File: src/rtl/risc_pkg.sv
// Shared types and field layout for the instruction fetch unit.
// An instruction word is [11:8] opcode, [7] indirect flag, [6:0] address.
package risc_pkg;

   localparam int ADDR_W_DEF  = 7;
   localparam int DATA_W_DEF  = 12;
   localparam int TIMEOUT_DEF = 15;

   localparam int OP_MSB    = 11;
   localparam int OP_LSB    = 8;
   localparam int IFLAG_BIT = 7;
   localparam int ADDR_MSB  = 6;

   typedef logic [3:0] opcode_t;

   typedef enum logic {
      IDLE,
      REQ
   } fetch_state_t;

   function automatic opcode_t get_opcode(input logic [DATA_W_DEF-1:0] word);
      return word[OP_MSB:OP_LSB];
   endfunction

endpackage

File: src/rtl/instr_fetch_unit_if.sv
// Program-memory fetch bus: level req/ack handshake with a registered address.
// Memory holds mem_ack and mem_rdata until mem_req drops.
interface instr_fetch_unit_if #(
   parameter int ADDR_W = 7,
   parameter int DATA_W = 12
);
   logic              mem_req;
   logic [ADDR_W-1:0] mem_addr;
   logic              mem_ack;
   logic [DATA_W-1:0] mem_rdata;

   modport master (
      output mem_req,
      output mem_addr,
      input  mem_ack,
      input  mem_rdata
   );

   modport slave (
      input  mem_req,
      input  mem_addr,
      output mem_ack,
      output mem_rdata
   );
endinterface

File: src/rtl/instr_fetch_unit_pc_reg.sv
// Program counter: increments with natural wrap, or loads a jump target.
// The enable already includes the global freeze, so callers gate it.
module pc_reg #(
   parameter int ADDR_W = 7
) (
   input  logic              clk,
   input  logic              srst,
   input  logic              en_i,
   input  logic              load_i,
   input  logic [ADDR_W-1:0] load_val_i,
   output logic [ADDR_W-1:0] pc_o
);

   logic [ADDR_W-1:0] pc_q;
   logic [ADDR_W-1:0] pc_d;

   always_comb begin
      pc_d = pc_q;
      if (en_i) begin
         pc_d = load_i ? load_val_i : pc_q + ADDR_W'(1);
      end
   end

   always_ff @(posedge clk) begin
      if (srst) begin
         pc_q <= '0;
      end else begin
         pc_q <= pc_d;
      end
   end

   assign pc_o = pc_q;

endmodule

File: src/rtl/instr_fetch_unit.sv
// Instruction fetch unit: PC/IR holder that fetches words over a req/ack bus
// with an abort timeout, and exposes decoded IR fields to the Controller.
module instr_fetch_unit
   import risc_pkg::*;
#(
   parameter int ADDR_W  = ADDR_W_DEF,
   parameter int DATA_W  = DATA_W_DEF,
   parameter int TIMEOUT = TIMEOUT_DEF
) (
   input  logic                CLK,
   input  logic                RST,
   input  logic                Ena,
   input  logic                IR_EN,
   input  logic                PC_EN,
   input  logic                PC_LOAD,
   instr_fetch_unit_if.master  mem,
   output opcode_t             OPCODE,
   output logic                I_Flag,
   output logic [ADDR_W-1:0]   InstADDR,
   output logic [ADDR_W-1:0]   PC,
   output logic                fetch_busy,
   output logic                ir_valid,
   output logic                fetch_err
);

   localparam int CNT_W = $clog2(TIMEOUT + 1);

   fetch_state_t      state_q;
   logic [DATA_W-1:0] ir_q;
   logic [ADDR_W-1:0] mem_addr_q;
   logic              mem_req_q;
   logic              busy_q;
   logic              ir_valid_q;
   logic              err_q;
   logic [CNT_W-1:0]  cnt_q;

   // Ena is active-low run; a frozen unit must not move the PC either.
   pc_reg #(
      .ADDR_W(ADDR_W)
   ) u_pc_reg (
      .clk        (CLK),
      .srst       (RST),
      .en_i       (PC_EN & ~Ena),
      .load_i     (PC_LOAD),
      .load_val_i (InstADDR),
      .pc_o       (PC)
   );

   always_ff @(posedge CLK) begin
      if (RST) begin
         state_q    <= IDLE;
         ir_q       <= '0;
         mem_addr_q <= '0;
         mem_req_q  <= 1'b0;
         busy_q     <= 1'b0;
         ir_valid_q <= 1'b0;
         err_q      <= 1'b0;
         cnt_q      <= '0;
      end else if (!Ena) begin
         err_q <= 1'b0;
         case (state_q)
            IDLE: begin
               if (IR_EN) begin
                  state_q    <= REQ;
                  mem_addr_q <= PC;
                  mem_req_q  <= 1'b1;
                  busy_q     <= 1'b1;
                  cnt_q      <= '0;
               end
            end
            REQ: begin
               // An ack arriving on the last allowed cycle still completes the fetch.
               if (mem.mem_ack) begin
                  state_q    <= IDLE;
                  ir_q       <= mem.mem_rdata;
                  ir_valid_q <= 1'b1;
                  mem_req_q  <= 1'b0;
                  busy_q     <= 1'b0;
               end else if (cnt_q == CNT_W'(TIMEOUT - 1)) begin
                  state_q    <= IDLE;
                  mem_req_q  <= 1'b0;
                  busy_q     <= 1'b0;
                  ir_valid_q <= 1'b0;
                  err_q      <= 1'b1;
               end else begin
                  cnt_q <= cnt_q + CNT_W'(1);
               end
            end
            default: state_q <= IDLE;
         endcase
      end
   end

   assign mem.mem_req  = mem_req_q;
   assign mem.mem_addr = mem_addr_q;

   assign OPCODE     = get_opcode(ir_q);
   assign I_Flag     = ir_q[IFLAG_BIT];
   assign InstADDR   = ir_q[ADDR_MSB:0];
   assign fetch_busy = busy_q;
   assign ir_valid   = ir_valid_q;
   assign fetch_err  = err_q;

endmodule

File: src/flat_wrapper.sv
// flat-port wrapper written by rule: the top's interface ports become plain ports
module instr_fetch_unit_flat import risc_pkg::*;
#(
   parameter int ADDR_W  = ADDR_W_DEF,
   parameter int DATA_W  = DATA_W_DEF,
   parameter int TIMEOUT = TIMEOUT_DEF
)
  (CLK, RST, Ena, IR_EN, PC_EN, PC_LOAD, OPCODE, I_Flag, InstADDR, PC, fetch_busy, ir_valid, fetch_err, mem_mem_req, mem_mem_addr, mem_mem_ack, mem_mem_rdata);
  instr_fetch_unit_if #(.ADDR_W(ADDR_W), .DATA_W(DATA_W)) mem_i ();
  input  logic CLK;
  input  logic RST;
  input  logic Ena;
  input  logic IR_EN;
  input  logic PC_EN;
  input  logic PC_LOAD;
  output opcode_t OPCODE;
  output logic I_Flag;
  output logic [ADDR_W-1:0] InstADDR;
  output logic [ADDR_W-1:0] PC;
  output logic fetch_busy;
  output logic ir_valid;
  output logic fetch_err;
  output wire logic [$bits(mem_i.mem_req)-1:0] mem_mem_req;
  output wire logic [$bits(mem_i.mem_addr)-1:0] mem_mem_addr;
  input wire logic [$bits(mem_i.mem_ack)-1:0] mem_mem_ack;
  input wire logic [$bits(mem_i.mem_rdata)-1:0] mem_mem_rdata;
  assign mem_mem_req = mem_i.mem_req;
  assign mem_mem_addr = mem_i.mem_addr;
  assign mem_i.mem_ack = mem_mem_ack;
  assign mem_i.mem_rdata = mem_mem_rdata;
  instr_fetch_unit #(.ADDR_W(ADDR_W), .DATA_W(DATA_W), .TIMEOUT(TIMEOUT)) u_core (.CLK(CLK), .RST(RST), .Ena(Ena), .IR_EN(IR_EN), .PC_EN(PC_EN), .PC_LOAD(PC_LOAD), .mem(mem_i), .OPCODE(OPCODE), .I_Flag(I_Flag), .InstADDR(InstADDR), .PC(PC), .fetch_busy(fetch_busy), .ir_valid(ir_valid), .fetch_err(fetch_err));
endmodule
File: config.mk
export PLATFORM = sky130hd
export DESIGN_NAME = instr_fetch_unit_flat
export DESIGN_NICKNAME = d
export VERILOG_FILES = /design/src/rtl/risc_pkg.sv /design/src/rtl/instr_fetch_unit_if.sv /design/src/rtl/instr_fetch_unit_pc_reg.sv /design/src/rtl/instr_fetch_unit.sv /design/src/flat_wrapper.sv
export SDC_FILE = /design/constraint.sdc
export NUM_CORES = 1
export LEC_CHECK = 0
export ABC_AREA = 0
export ABC_CLOCK_PERIOD_IN_PS = 1350
export BUFFER_PORTS_ARGS = -buffer_cell sky130_fd_sc_hd__buf_2
export CORE_ASPECT_RATIO = 2
export CORE_MARGIN = 4
export CORE_UTILIZATION = 43
export CTS_CLUSTER_DIAMETER = 60
export DETAILED_ROUTE_END_ITERATION = 6
export GPL_TIMING_DRIVEN = 0
export MAX_ROUTING_LAYER = met4
export PLACE_DENSITY = 0.72
export SYNTH_ARGS = -nofsm -noshare
export SYNTH_HDL_FRONTEND = slang
export SYNTH_HIERARCHICAL = 1
export SYNTH_SLANG_ARGS = --single-unit
File: constraint.sdc
create_clock -name CLK -period 1.35 [get_ports CLK]
set_input_delay 0.27 -clock CLK [delete_from_list [all_inputs] [get_ports CLK]]
set_output_delay 0.27 -clock CLK [all_outputs]
set_load 0.005 [all_outputs]
==> qor.txt <==
Nets - 261
Antenna Nets Post-Route - 0
Most frequent cell after synthesis - dfxtp_1
CTS tree - done
Sequential fraction of the synthesis area - 44.0%
Final Max Slew Viols - 0
Most area-consuming cells after synthesis - dfxtp_1 (44%), nand2_1 (7.8%), a21oi_1 (6.5%), mux2i_1 (5.8%), o21ai_0 (2.9%)
Non-filler cells in the finished layout - 288
Cell accounting for the most synthesized area - dfxtp_1
Number of synthesized register bits - 34
Combinational cell fraction of total power - 9.4%
Final non-filler cell area - 2100 sq um
Ys Warns - 6
Most instantiated cells after synthesis - dfxtp_1 (34), nand2_1 (32), a21oi_1 (20), nor2_1 (11)
CTS Hold Buffers Added - 0
Max-slew headroom - 68.2%
Critical path peak fanout - 3
Hpwl dp - 2870 um
Placed cells - 274
CTS Sinks - 34
WL per Instance - 14.0 um
Tightest Pin Transition - 0.477 ns
H-tree levels - 2
Tot Pwr - 2.41 mW
Routed Wire Length - 4030 um
Synthesized instance count - 179
Worst vdd ir - 820 uV
Hold Path Class - input port to flop
CP Launch Type - flop
Avg Cell Area, Syn - 8.65 sq um
Initial antenna violation count - 0
RSZ-0062 raised after global routing - true
Top sig layer - met4
Synth Cell Area - 1550 sq um
P_sw - 0.537 mW
Clock-pin slew on the worst setup and hold paths - 0.07 ns
Flop pwr share - 43.3%
Hold Violations, Final - 0
Yosys cell types - 40
Post-synth ARST share - 0%
DR pass1 iterations - 5
Leakage power - 0.873 nW
Met3 routed WL - 197 um
Failing checks - setup timing
EDFF count, synth - 0
Root buffer cell - clkbuf_8
Pin count of the biggest net entering global routing - 13
Die Area - 4680 sq um
Layout area overhead - 35.6%
Clock Latency Late Sink - 0.29 ns
Max clock buf depth - 2
Top FF cell, synth - dfxtp_1
CTS Buf Count - 5
Vias in the first global route - 1458
Global-route wire length before repair - 6660 um
MaxCap Viol Count - 0
Power Density - 1150 nW/um^2
Layout cell share with drive strength beyond 1 - 38.8%
Setup WS post-layout - -0.0208 ns
I/O Buffers - 47
GRT overflow - 0
Residual DRC - 0
Sw Share - 22.3%
Crit share post-route - 102%
Site row count - 30
Internal power - 1.87 mW
Core ar. - 3420 sq um
Die Y - 92.8 um
Dpl cell area - 1850 sq um
CP required - 1.57 ns
I/O pins - 49
Die width - 50.4 um
Worst Setup End Kind - flop
Critical path class - flop to flop
Final Skew - 0.0104 ns
Via count - 1503
Fmax - 729 MHz
Mapped Nets - 201
WL met2 - 2220 um
Clock power share - 47.2%
Final setup violation count - 2
GR Util All Layers - 18.9%
Final setup TNS - -0.0303 ns
Met1 Wirelength - 1530 um
Status - complete, but fails checks
Initial Utilization - 45.3%
DR vias/cell - 5.22
Fin crit period - 1.37 ns
Antenna fix cells - 0
Top cell type's share of synthesized area - 44.0%
Pre-CTS setup slack - -0.291 ns
Critical Path AT - 1.59 ns
Placer Congestion - 0.863
DR iter-0 viols - 28
## metal layers
layer / track usage [%] / vias up
met4: 9.66 / 0
met5: - / -
met2: 32.2 / 44
met3: 3.70 / 9
met1: 20.1 / 702
li1: - / 748
## cell type report
class	count	area (sq um)
fillers	331	1320
plain buffers	12	72.6
repair buffers	53	280
flip-flops and latches	34	697
well taps	48	60.1
clock buffers	5	68.8
multi-input cells	130	840
clock inverters	3	68.8
inverters	3	11.3
## state kept, by name, indices dropped and copies added, names as in the netlist
register,count
u_core/ir_valid,1
u_core/cnt_q,4
u_core/state_q,1
u_core/u_pc_reg/pc_o,7
u_core/ir_q,12
u_core/mem.mem_addr,7
u_core/fetch_err,1
u_core/fetch_busy,1
## worst max-delay path, stage by stage (launching register included)
cell	delay (ns)
dfxtp_2	0.33
inv_2	0.07
ha_4	0.14
nand3_2	0.09
or4b_4	0.55
a21oi_2	0.13
## power by group through the flow
stage,sequential (mW),clock (mW),combinational [mW]
after floorplan,1.07,0,0.118
after global placement,1.07,0,0.197
after detailed placement,1.07,0,0.198
after CTS,1.04,1.16,0.216
after global routing,1.05,1.21,0.251
final,1.04,1.14,0.227
## per-stage QoR
step | util, % | hold WS (ns)
2_1_floorplan | - | 0.406
3_3_place_gp | 54.0 | 0.439
3_5_place_dp | 54.0 | 0.446
4_1_cts | 60.1 | 0.208
5_1_grt | 61.4 | 0.214
6_report | 61.4 | 0.219
## cells by family (layout without fill, tap and decap cells)
group                      Yosys count  in the layout  synth area share, %
adders and majority gates            3              3                 2.43
buffers and inverters               15             76                 5.17
and+or+nand+nor                     71             71                 24.1
AOI/OAI and AO/OA                   47             47                 18.5
muxes                                9              9                 5.82
DFF                                 34             34                 44.0
## what timing repair did
action | CTS | global route
endpoints found under the hold margin | 0 | 0
pin swaps | 3 | 4
setup endpoints to repair | 16 | 11
setup buffers | 4 | 2
resized for setup | 14 | 8
## worst paths after layout
path,startpoint,end,slack (ns),cells after the start
max,u_core/cnt_q[0],u_core/fetch_err,-0.02,5
max reg2reg,u_core/cnt_q[0],u_core/fetch_err,-0.02,5
min,mem_mem_rdata[0],u_core/ir_q[0],0.22,3
min reg2reg,u_core/ir_q[10],u_core/ir_q[10],0.45,2
## placed cells by master, fill, tap and decap left out, drive strengths merged, types with 4 or more instances in the layout
cell / netlist / final
nor2b: 4 / 4
clkbuf: 5 / 10
mux2i: 9 / 9
buf: 7 / 60
a21oi: 20 / 20
a31oi: 5 / 5
o21ai: 9 / 9
nand2: 32 / 32
dfxtp: 34 / 34
nor2: 11 / 11
Power figures use the tool's default switching activity.
